## config.mk

```make
export PLATFORM = sky130hd
export DESIGN_NAME = bundle_chunk_sched
export DESIGN_NICKNAME = d
export VERILOG_FILES = /design/src/rtl/hdc_pkg.sv /design/src/rtl/bundle_chunk_sched.sv
export SDC_FILE = /design/constraint.sdc
export NUM_CORES = 1
export LEC_CHECK = 0
export ABC_AREA = 1
export BUFFER_PORTS_ARGS = -buffer_cell sky130_fd_sc_hd__buf_4
export CORE_MARGIN = 2
export CORE_UTILIZATION = 49
export DETAILED_ROUTE_END_ITERATION = 12
export PLACE_DENSITY = 0.78
export SLEW_MARGIN = 20
export SYNTH_ARGS = -nofsm -noshare
export SYNTH_HDL_FRONTEND = slang
export SYNTH_SLANG_ARGS = --single-unit
export TNS_END_PERCENT = 5
```

## constraint.sdc

```tcl
create_clock -name clk -period 1.9 [get_ports clk]
set_clock_uncertainty 0.1 [all_clocks]
set_input_delay 0.57 -clock clk [delete_from_list [all_inputs] [get_ports clk]]
set_output_delay 0.57 -clock clk [all_outputs]
set_load 0.01 [all_outputs]
```

## src/rtl/hdc_pkg.sv

```systemverilog
// Shared HDC constants and the chunk-scheduler state encoding, so the scheduler
// and bundler instances elaborate with matching geometry.
package hdc_pkg;

  localparam int HDC_DIM      = 10000;
  localparam int HDC_PAR_BITS = 10;
  localparam int HDC_NUM_HVS  = 17;

  typedef enum logic [2:0] {
    IDLE,
    FETCH,
    LAUNCH,
    WAIT_LO,
    WAIT_HI,
    WRITE,
    DRN_LO,
    DRN_HI
  } sched_state_t;

endpackage

```

## src/rtl/bundle_chunk_sched.sv

```systemverilog
// Walks the bit-slice majority bundler across a D-bit hypervector, one PAR_BITS chunk
// at a time: fetch, launch, wait for the bundler handshake, write the result chunk.
module bundle_chunk_sched
  import hdc_pkg::*;
#(
  parameter int NUM_HVS  = HDC_NUM_HVS,
  parameter int PAR_BITS = HDC_PAR_BITS,
  parameter int DIM      = HDC_DIM,
  parameter int MEM_LAT  = 1,
  localparam int NUM_CHUNKS = DIM / PAR_BITS,
  localparam int CW         = $clog2(NUM_CHUNKS)
) (
  input  logic                clk,
  input  logic                rst,
  input  logic                start,
  input  logic                abort,
  output logic                busy,
  output logic                done,
  output logic                aborted,
  output logic [CW-1:0]       chunk_addr,
  output logic                bnd_en,
  input  logic                bnd_done,
  input  logic [PAR_BITS-1:0] bnd_out_bits,
  output logic                res_we,
  output logic [PAR_BITS-1:0] res_bits
);

  localparam int LW = (MEM_LAT > 1) ? $clog2(MEM_LAT) : 1;
  localparam logic [LW-1:0] LAT_LAST   = LW'(MEM_LAT - 1);
  localparam logic [CW-1:0] LAST_CHUNK = CW'(NUM_CHUNKS - 1);

  if (DIM % PAR_BITS != 0) begin : g_bad_dim
    $error("bundle_chunk_sched: DIM must be a multiple of PAR_BITS");
  end
  if (MEM_LAT < 1 || NUM_HVS < 1) begin : g_bad_cfg
    $error("bundle_chunk_sched: MEM_LAT and NUM_HVS must be >= 1");
  end

  sched_state_t  state_q, state_d;
  logic [CW-1:0] addr_q, addr_d;
  logic [LW-1:0] lat_q, lat_d;
  logic          done_q, done_d;
  logic          aborted_q, aborted_d;

  // NOTE: every variable gets a default before the case so no path leaves it
  // unassigned; otherwise synthesis infers a latch.
  always_comb begin
    state_d   = state_q;
    addr_d    = addr_q;
    lat_d     = lat_q;
    done_d    = 1'b0;
    aborted_d = 1'b0;
    unique case (state_q)
      IDLE: begin
        if (start) begin
          state_d = FETCH;
          addr_d  = '0;
          lat_d   = '0;
        end
      end
      FETCH: begin
        if (abort) begin
          state_d   = IDLE;
          aborted_d = 1'b1;
        end else if (lat_q == LAT_LAST) begin
          state_d = LAUNCH;
        end else begin
          lat_d = lat_q + LW'(1);
        end
      end
      // The launch pulse is already on the wire this cycle, so abort must drain it.
      LAUNCH:  state_d = abort ? DRN_LO : WAIT_LO;
      WAIT_LO: begin
        if (abort)          state_d = DRN_LO;
        else if (!bnd_done) state_d = WAIT_HI;
      end
      WAIT_HI: begin
        if (abort)         state_d = DRN_HI;
        else if (bnd_done) state_d = WRITE;
      end
      WRITE: begin
        if (abort) begin
          state_d   = IDLE;
          aborted_d = 1'b1;
        end else if (addr_q == LAST_CHUNK) begin
          state_d = IDLE;
          done_d  = 1'b1;
        end else begin
          state_d = FETCH;
          addr_d  = addr_q + CW'(1);
          lat_d   = '0;
        end
      end
      DRN_LO: begin
        if (!bnd_done) state_d = DRN_HI;
      end
      DRN_HI: begin
        if (bnd_done) begin
          state_d   = IDLE;
          aborted_d = 1'b1;
        end
      end
      default: state_d = IDLE;
    endcase
  end

  // NOTE: sequential state uses non-blocking assignments so every flop samples
  // the pre-edge value of the others.
  always_ff @(posedge clk) begin
    if (rst) begin
      state_q   <= IDLE;
      addr_q    <= '0;
      lat_q     <= '0;
      done_q    <= 1'b0;
      aborted_q <= 1'b0;
    end else begin
      state_q   <= state_d;
      addr_q    <= addr_d;
      lat_q     <= lat_d;
      done_q    <= done_d;
      aborted_q <= aborted_d;
    end
  end

  assign busy       = (state_q != IDLE);
  assign bnd_en     = (state_q == LAUNCH);
  assign res_we     = (state_q == WRITE);
  assign done       = done_q;
  assign aborted    = aborted_q;
  assign chunk_addr = addr_q;
  assign res_bits   = bnd_out_bits;

endmodule

```

* Word level (Yosys, flattened, before mapping) *
Cells that the tools add are included.

storage, ports and cells
  logic and storage cells = 61
  flip-flop bits (word level) = 16

cells by class
  reduce and logical (&&, ||, !) cells = 9
  bitwise logic cells = 1
  eq/ne operators = 17
  mux-type cells = 27
  $add $sub $neg = 2

operator list
  cell                                                                    count
  10-bit two-way mux                                                      3
  3-bit two-way mux                                                       10
  3-bit one-hot mux with 8 select lines                                   1
  10-bit one-hot mux with 2 select lines                                  1
  3-bit equality test (second input constant)                             4
  2-bit != test (second input constant)                                   6
  10-bit by 1-bit adder with 10-bit output (second input constant)        1
  10-bit equality test (second input constant)                            1
  1-bit two-way mux                                                       10
  3-bit != test (second input constant)                                   3
  3-bit by 2-bit equality test with 1-bit output (second input constant)  2
  6-bit AND reduction                                                     1
  3-bit nonzero test                                                      2
  5-bit AND reduction                                                     1
  4-bit AND reduction                                                     1
  3-bit by 1-bit equality test with 1-bit output (second input constant)  1
  3-bit zero test                                                         1
  1-bit one-hot mux with 3 select lines                                   1
  3-bit OR reduction                                                      1
  1-bit one-hot mux with 2 select lines                                   1
  2-bit nonzero test                                                      1
  2-bit OR reduction                                                      1
  1-bit adder (second input constant)                                     1
  1-bit inverter                                                          1

* Longest topological paths before layout *
Gate-level depths: netlist of the first run.

  depth after elaboration = 4
  gate-level depth with buffers = 10

* Worst setup path after synthesis of the first run *
Ideal clock, no wire load.

  path type = in2reg
  from = input port abort
  to = register addr_q[0] (netlist: chunk_addr[0])
  setup slack = 0.358 ns
  data arrival time = 1.327 ns
  cell stages on the path = 7
  data required time = 1.684 ns
  library setup time = 0.116 ns
  cell sequence = buf_2 > nand4_1 > nand2_1 > nor2_8 > nand2_4 > o21ai_0 > nor2_1

between the ends
  cells in the longest elaborated chain, start to end = 2

ends and longest elaborated chain
  item                                  RTL line                   RTL
  start: declaration                    bundle_chunk_sched.sv:16   input logic abort,
  2-bit != test (no source line)        --
  4-bit AND reduction (no source line)  --
  end signal: assignment                bundle_chunk_sched.sv:118  addr_q <= addr_d;
  end: declaration                      bundle_chunk_sched.sv:40   logic [CW-1:0] addr_q, addr_d;

No other way between the ends.
A chain may end at the register's enable or synchronous reset.

* Worst setup path after layout of the first run *
  from = register state_q[2]
  to = output port bnd_en

between the ends
  cells in the longest elaborated chain, start to end = 1

ends and longest elaborated chain
  item                                            RTL line                   RTL
  start: declaration                              bundle_chunk_sched.sv:39   sched_state_t state_q, state_d;
  start signal: assignment                        bundle_chunk_sched.sv:117  state_q <= state_d;
  3-bit by 2-bit equality test with 1-bit output  bundle_chunk_sched.sv:126  assign bnd_en = (state_q == LAUNCH);
  end: declaration                                bundle_chunk_sched.sv:21   output logic bnd_en,

No other way between the ends.

==> results.json, run 1 <==
{
  "status": "complete, no violations",
  "fin_tns_setup_ns": 0,
  "fp.dieH_um": 52.2,
  "synth_top_area_cell": "dfxtp_1",
  "crit_required_ns": 1.23,
  "yosys_warnings": 0,
  "rsz0062_at_grt": "false",
  "synth_area_leaders": "dfxtp_1, nand2_1, nor2_1",
  "grt_max_degree": 13,
  "synth_seq_cells": 15,
  "p_comb_frac": 0.551,
  "final_layout_size_suffix_gt1_frac": 0.222,
  "cts_inserted_buffers": 3,
  "relSlewSlack": 0.805,
  "worstMarginPinSlew_ns": 0.292,
  "critPathLaunchType": "register",
  "leakage_nw": 0.564,
  "synthArstFlopShare": 0,
  "fin_cells": 222,
  "synth_cells": 182,
  "ys_seq_area_frac": 0.264,
  "max_clock_freq_mhz": 545,
  "cts_root_buffer": "clkbuf_4",
  "finalCritPeriodShare": 0.965,
  "start_util": 0.514,
  "gr-total-overflow": 0,
  "cp-end-kind": "output pin",
  "power_density_nw_per_um2": 1100,
  "final_hold_viol_count": 0,
  "viasPerCell": 5.20,
  "globalplace.congestion": 0.863,
  "layout.nets": 211,
  "antenna_cells": 0,
  "final_common_cell": "nand2_1",
  "p_switching_w": 0.000680,
  "intPower_w": 0.000719,
  "design.die.area_um2": 2720,
  "drc_errors": 0,
  "worstPathCellList": "inv_2 > nand2_1 > nor2_1 > buf_4",
  "synth_nets": 198,
  "track_usage": 0.213,
  "coreArea_um2": 2210,
  "yosys_most_used_dff": "dfxtp_1",
  "cpPeakStageDelay_ns": 0.45,
  "io_buffers": 19,
  "dpl.cell_count": 218,
  "min_path_type": "in -> reg",
  "syn_area_um2": 1140,
  "period_needed_ns": 1.83,
  "swShare": 0.486,
  "worst_slack_ns": 0.0668,
  "drv_cap": 0,
  "clkLatencyLatePin_ns": 0.29,
  "die_x_um": 52.2,
  "cpMaxStageDelayCell": "dfxtp_1",
  "tritoncts": "built",
  "first_pass_iters": 4,
  "wl_mm": 2.63,
  "syn_avg_cell_area_um2": 6.25,
  "wl_per_cell_um": 11.9,
  "netlist.area_leader.share": 0.264,
  "htree_levels": 1,
  "place_ws_ns": 0.198,
  "clk_pin_slew_worst_paths_ns": 0.10,
  "clock-sinks": 15,
  "grt_pass1_vias": 1021,
  "mostFrequentLayoutCells": "nand2_1, nor2_1, buf_4",
  "vdd_drop_max_mv": 0.745,
  "arrival_ns": 1.16,
  "clock_path_buffers": 2,
  "postRouteAntennaNets": 0,
  "pin_count": 40,
  "grt_pass1_wl_mm": 4.40,
  "path_max_fanout": 9,
  "final_max_slew_viol_count": 0,
  "area_growth_pct": 11.4,
  "drt_iter0_markers": 33,
  "ctsHoldBuffers": 0,
  "antenna_found_initial": 0,
  "synth.distinct_cells": 29,
  "synth_edf_count": 0,
  "setup_viol": 0,
  "std_cell_rows": 17,
  "p_clk_frac": 0.137,
  "hpwl_mm": 2.02,
  "via_count": 1154,
  "critical_path_class": "reg -> out",
  "pwr-share-seq": 0.312
}
[worst max-delay path: cells and delay by family, from the launching register on]
kind	cells	cell delay, ns
flops	1	0.45
simple gates	2	0.16
buf+inv	2	0.27
[cells by family after synthesis]
logic type      synth area share
simple gates               0.448
buf+inv                    0.166
compound gates            0.0957
flops                      0.264
xor+xnor                  0.0154
fa+ha+maj                 0.0110
[Yosys cell counts (2+ instances only)]
master    count
inv_1        16
xor2_1        2
nor3_1        2
buf_4        12
nand2_2       3
o211ai_1      2
inv_2         2
dfxtp_1      15
nor2_1       30
nand2_1      49
nand3_1      17
nand4_1       4
o21ai_0       3
a21oi_1      10
[power by group through the flow]
stage | Combinational (W) | Clock, W | Sequential (W)
finish | 0.000771 | 0.000191 | 0.000437
global route | 0.000869 | 0.000203 | 0.000444
CTS | 0.000770 | 0.000194 | 0.000435
detailed placement | 0.000764 | 0 | 0.000435
global placement | 0.000740 | 0 | 0.000431
floorplan | 0.000654 | 0 | 0.000391
[metal layers]
| metal | track usage | share of wire | wire (µm) | up-vias |
|---|---|---|---|---|
| li1 | - | - | - | 591 |
| met1 | 0.282 | 0.46 | 1210 | 508 |
| met2 | 0.348 | 0.46 | 1200 | 43 |
| met3 | 0.0457 | 0.066 | 174 | 12 |
| met4 | 0.0598 | 0.018 | 48 | 0 |
| met5 | 0 | 0 | 0 | - |
[sequential cells by signal (all words and copies together), names as in the netlist]
signal,count
chunk_addr,10
state_q,3
aborted,1
done,1
[metrics by stage]
| stage | util | hold WS, ns | total power [W] | cell area [µm²] |
|---|---|---|---|---|
| 2_1_floorplan | - | 0.424 | 0.00104 | 1140 |
| 3_3_place_gp | 0.558 | 0.420 | 0.00117 | 1230 |
| 3_5_place_dp | 0.558 | 0.428 | 0.00120 | 1230 |
| 4_1_cts | 0.573 | 0.418 | 0.00140 | 1270 |
| 5_1_grt | 0.573 | 0.435 | 0.00152 | 1270 |
| 6_report | 0.573 | 0.431 | 0.00140 | 1270 |
[final timing paths]
path	start	end	slack [ns]	depth (start not counted)
setup / recovery	state_q[2]$_SDFFE_PP0P_	bnd_en	0.07	4
hold / removal	abort	done$_SDFF_PP0_	0.43	2
setup reg to reg	chunk_addr[7]$_SDFFE_PP0P_	chunk_addr[0]$_SDFFE_PP0P_	0.31	7
hold reg to reg	chunk_addr[1]$_SDFFE_PP0P_	chunk_addr[1]$_SDFFE_PP0P_	0.44	2
[area by class of cell]
type / count / area [µm²]
clock buffer: 3 / 22.5
clock inverter: 1 / 5.00
fill: 222 / 945
inverter: 20 / 78.8
multi-input combinational: 132 / 651
sequential: 15 / 303
tap: 28 / 35.0
timing repair buffer: 23 / 173
[repair_timing]
action / CTS / global route
endpoints found under the setup margin: 3 / 0
gates resized for setup: 3 / 0
setup buffers: 0 / 0
No activity file was read; power rests on OpenSTA's default activity.
==> inputs of run 2 (changes only) <==
- clock period: 1.9 -> 1.71 ns (I/O delays scaled with it)
==> results.json, run 2 (synthesis results as in run 1) <==
{
  "hold_end": "done$_SDFF_PP0_",
  "p_switching_w": 0.000771,
  "drc_errors": 0,
  "grt_max_degree": 13,
  "layout.nets": 217,
  "p_comb_frac": 0.563,
  "dpl_cell_area_um2": 1280,
  "cpPeakStageDelay_ns": 0.39,
  "final_max_slew_viol_count": 0,
  "coreArea_um2": 2210,
  "worstMarginPinSlew_ns": 0.278,
  "path_max_fanout": 9,
  "whs_ns": 0.378,
  "pin_count": 40,
  "setup_viol": 0,
  "busiest_layer": "met2",
  "gr-total-overflow": 0,
  "relSlewSlack": 0.814,
  "crit_required_ns": 1.10,
  "htree_levels": 1,
  "wl_mm": 2.69,
  "tritoncts": "built",
  "cp-end-kind": "output pin",
  "design.die.area_um2": 2720,
  "clock_path_buffers": 2,
  "pwr-share-seq": 0.311,
  "die_x_um": 52.2,
  "mostFrequentLayoutCells": "nand2_1, nor2_1, buf_4",
  "met3_usage": 0.0257,
  "cpMaxStageDelayCell": "dfxtp_4",
  "max_clock_freq_mhz": 598,
  "clock-sinks": 15,
  "leakage_nw": 0.598,
  "largest_reg_flops": 10,
  "start_util": 0.514,
  "hpwl_mm": 2.09,
  "critPathLaunchType": "register",
  "antenna_cells": 0,
  "arrival_ns": 1.06,
  "grt_pass1_wl_mm": 4.23,
  "track_usage": 0.205,
  "wl_per_cell_um": 11.8,
  "worstPathCellList": "inv_6 > nand2_2 > nor2_2 > buf_4",
  "finalCritPeriodShare": 0.978,
  "final_layout_size_suffix_gt1_frac": 0.255,
  "cts_inserted_buffers": 3,
  "rr_endpoint": "chunk_addr[1]$_SDFFE_PP0P_",
  "std_cell_rows": 17,
  "area_growth_pct": 17.7,
  "first_pass_iters": 4,
  "viasPerCell": 5.21,
  "min_path_type": "in -> reg",
  "power_density_nw_per_um2": 1210,
  "p_clk_frac": 0.126,
  "clkLatencyLatePin_ns": 0.28,
  "cts_root_buffer": "clkbuf_4",
  "clk_pin_slew_worst_paths_ns": 0.09,
  "grt_pass1_vias": 995,
  "vdd_drop_max_mv": 1.23,
  "io_buffers": 19,
  "final_common_cell": "nand2_1",
  "swShare": 0.476,
  "rsz0062_at_grt": "true",
  "status": "complete, no violations",
  "globalplace.congestion": 0.881,
  "grt_use_met2": 0.350,
  "intPower_w": 0.000850,
  "antenna_found_initial": 0,
  "via_count": 1187,
  "hold_path_startpoint": "abort",
  "whs_path_depth": 2,
  "postRouteAntennaNets": 0,
  "stdcell_area_um2": 1340,
  "grt_use_met1": 0.271,
  "final_hold_viol_count": 0,
  "r2r_setup_slack_ns": 0.23,
  "fin_tns_setup_ns": 0,
  "critical_path_class": "reg -> out",
  "power_w": 0.00162,
  "fp.dieH_um": 52.2,
  "period_needed_ns": 1.67,
  "reg2regPathDepth": 7,
  "r2r_start": "chunk_addr[1]$_SDFFE_PP0P_",
  "drt_iter0_markers": 44,
  "drv_cap": 0
}
## run 2: what timing repair did
| item | in CTS | in global routing |
|---|---|---|
| setup buffers | 0 | 0 |
| setup endpoints to repair | 3 | 3 |
| pin swaps | 0 | 1 |
| hold buffers | 0 | 0 |
| resized for setup | 5 | 8 |
## run 2: layout make-up
class                           instances  area, µm²
Clock buffer                            4       26.3
Timing Repair Buffer                   29        221
Sequential cell                        15        312
Inverter                               20       83.8
Multi-Input combinational cell        132        661
Tap cell                               28       35.0
Fill cell                             225        873
## run 2: how the worst max path moves through the flow
stage / startpoint / end / slack [ns]
detailed placement: state_q[1]$_SDFFE_PP0P_ / chunk_addr[0]$_SDFFE_PP0P_ / 0.13
global route: state_q[2]$_SDFFE_PP0P_ / bnd_en / -0.03
global placement: state_q[1]$_SDFFE_PP0P_ / chunk_addr[7]$_SDFFE_PP0P_ / 0.16
finish: state_q[2]$_SDFFE_PP0P_ / bnd_en / 0.04
CTS: state_q[2]$_SDFFE_PP0P_ / bnd_en / 0.0002
floorplan: chunk_addr[0]$_SDFFE_PP0P_ / chunk_addr[6]$_SDFFE_PP0P_ / 0.19
## run 2: metal layers
metal	up-vias	part of all wire
met4	0	0.013
met1	538	0.44
met5	-	0
li1	605	-
met3	10	0.047
met2	34	0.50
## run 2: worst max-delay path, delay by kind of cell (launching register included)
family | cells | cell delay [ns]
AND/OR/NAND/NOR | 2 | 0.19
flip-flops | 1 | 0.39
buffers and inverters | 2 | 0.21
## run 2: per-stage QoR
stage	cells	utilization	setup slack, ns
floorplan	182	-	0.186
global placement	224	0.579	0.160
detailed placement	224	0.579	0.131
CTS	228	0.594	0.000182
global route	228	0.605	-0.0265
finish	228	0.605	0.0372
## run 2: power groups by stage
stage	Sequential [W]	Combinational (W)	Clock [W]
2_1_floorplan	0.000434	0.000727	0
3_3_place_gp	0.000468	0.000841	0
3_5_place_dp	0.000470	0.000868	0
4_1_cts	0.000478	0.000877	0.000214
5_1_grt	0.000513	0.00101	0.000221
6_report	0.000504	0.000913	0.000204
==> inputs of run 3 (changes only) <==
- MAX_ROUTING_LAYER: unset -> met4
==> results.json, run 3 (synthesis results as in run 1) <==
{
  "cts_setup_buffers": 0,
  "tritoncts": "built",
  "vdd_drop_max_mv": 1.23,
  "final_common_cell": "nand2_1",
  "critPathLaunchType": "register",
  "min_path_type": "in -> reg",
  "design.die.area_um2": 2720,
  "arrival_ns": 1.06,
  "final_hold_viol_count": 0,
  "htree_levels": 1,
  "drt_iter0_markers": 44,
  "die_x_um": 52.2,
  "fin_tns_setup_ns": 0,
  "viasPerCell": 5.21,
  "clock-sinks": 15,
  "period_needed_ns": 1.67,
  "io_buffers": 19,
  "worstMarginPinSlew_ns": 0.278,
  "grt_pass1_wl_mm": 4.24,
  "relSlewSlack": 0.814,
  "clkLatencyLatePin_ns": 0.28,
  "first_pass_iters": 4,
  "layout.nets": 217,
  "leakage_nw": 0.598,
  "max_clock_freq_mhz": 598,
  "antenna_cells": 0,
  "final_layout_size_suffix_gt1_frac": 0.255,
  "dpl_cell_area_um2": 1280,
  "area_growth_pct": 17.7,
  "track_usage": 0.211,
  "fp.dieH_um": 52.2,
  "start_util": 0.514,
  "fin_cells": 228,
  "globalplace.congestion": 0.896,
  "gr-total-overflow": 0,
  "cts_inserted_buffers": 3,
  "critical_path_class": "reg -> out",
  "crit_required_ns": 1.10,
  "grt_max_degree": 13,
  "final_max_slew_viol_count": 0,
  "hpwl_mm": 2.09,
  "finalCritPeriodShare": 0.978,
  "std_cell_rows": 17,
  "drc_errors": 0,
  "cts_root_buffer": "clkbuf_4",
  "drv_cap": 0,
  "clock_path_buffers": 2,
  "pin_count": 40,
  "status": "complete, no violations",
  "antenna_found_initial": 0,
  "mostFrequentLayoutCells": "nand2_1, nor2_1, buf_4",
  "grt_pass1_vias": 994,
  "via_count": 1189,
  "wl_mm": 2.68,
  "dpl.cell_count": 224,
  "whs_ns": 0.376,
  "coreArea_um2": 2210,
  "rsz0062_at_grt": "true",
  "clk_pin_slew_worst_paths_ns": 0.09,
  "path_max_fanout": 9,
  "stdcell_area_um2": 1340,
  "largest_reg_flops": 10,
  "setup_viol": 0,
  "cp-end-kind": "output pin",
  "wl_per_cell_um": 11.7,
  "postRouteAntennaNets": 0,
  "power_density_nw_per_um2": 1210
}
==> run 3: cell counts in the layout (fill, tap and decap cells not counted) <==
Identical to the previous run, type by type.
==> run 3: through the flow <==
stage | setup slack [ns] | utilization | power, W
2_1_floorplan | 0.186 | - | 0.00116
3_3_place_gp | 0.160 | 0.579 | 0.00131
3_5_place_dp | 0.131 | 0.579 | 0.00134
4_1_cts | 0.000182 | 0.594 | 0.00157
5_1_grt | -0.0265 | 0.605 | 0.00174
6_report | 0.0380 | 0.605 | 0.00162
==> run 3: layout make-up <==
class	instances	area, µm²
fill	225	873
multi-input combinational	132	661
sequential	15	312
timing repair buffer	29	221
inverter	20	83.8
tap	28	35.0
clock buffer	4	26.3
==> run 3: path summary, 6_finish.rpt <==
check | startpoint | end | slack [ns] | cells after the start
worst max-delay path | state_q[2]$_SDFFE_PP0P_ | bnd_en | 0.04 | 4
worst min-delay path | abort | done$_SDFF_PP0_ | 0.38 | 2
worst max register to register | chunk_addr[1]$_SDFFE_PP0P_ | chunk_addr[1]$_SDFFE_PP0P_ | 0.23 | 7
worst min register to register | chunk_addr[9]$_SDFFE_PP0P_ | chunk_addr[9]$_SDFFE_PP0P_ | 0.47 | 3
==> run 3: repair_timing <==
item,4_1_cts,5_1_grt
hold buffers,0,0
pin swaps,0,1
endpoints found under the setup margin,3,3
hold endpoints to repair,0,0
gates resized for setup,5,8
==> run 3: layer usage <==
layer	up-vias	part of all wire	track usage
met1	532	0.43	0.273
li1	608	-	-
met2	39	0.50	0.350
met3	10	0.050	0.0257
met4	0	0.013	0.0556
met5	-	0	-
==> run 3: critical path, stage by stage, from the launching register on <==
cell,delay (ns)
dfxtp_4,0.39
inv_6,0.09
nand2_2,0.08
nor2_2,0.11
buf_4,0.12
==> run 3: power breakdown <==
group	switching (W)	internal [W]	total, W	leakage, nW
sequential	0.0000891	0.000415	0.000504	0.124
combinational	0.000566	0.000345	0.000911	0.459
clock	0.000114	0.0000904	0.000204	0.0150
total	0.000769	0.000850	0.00162	0.598
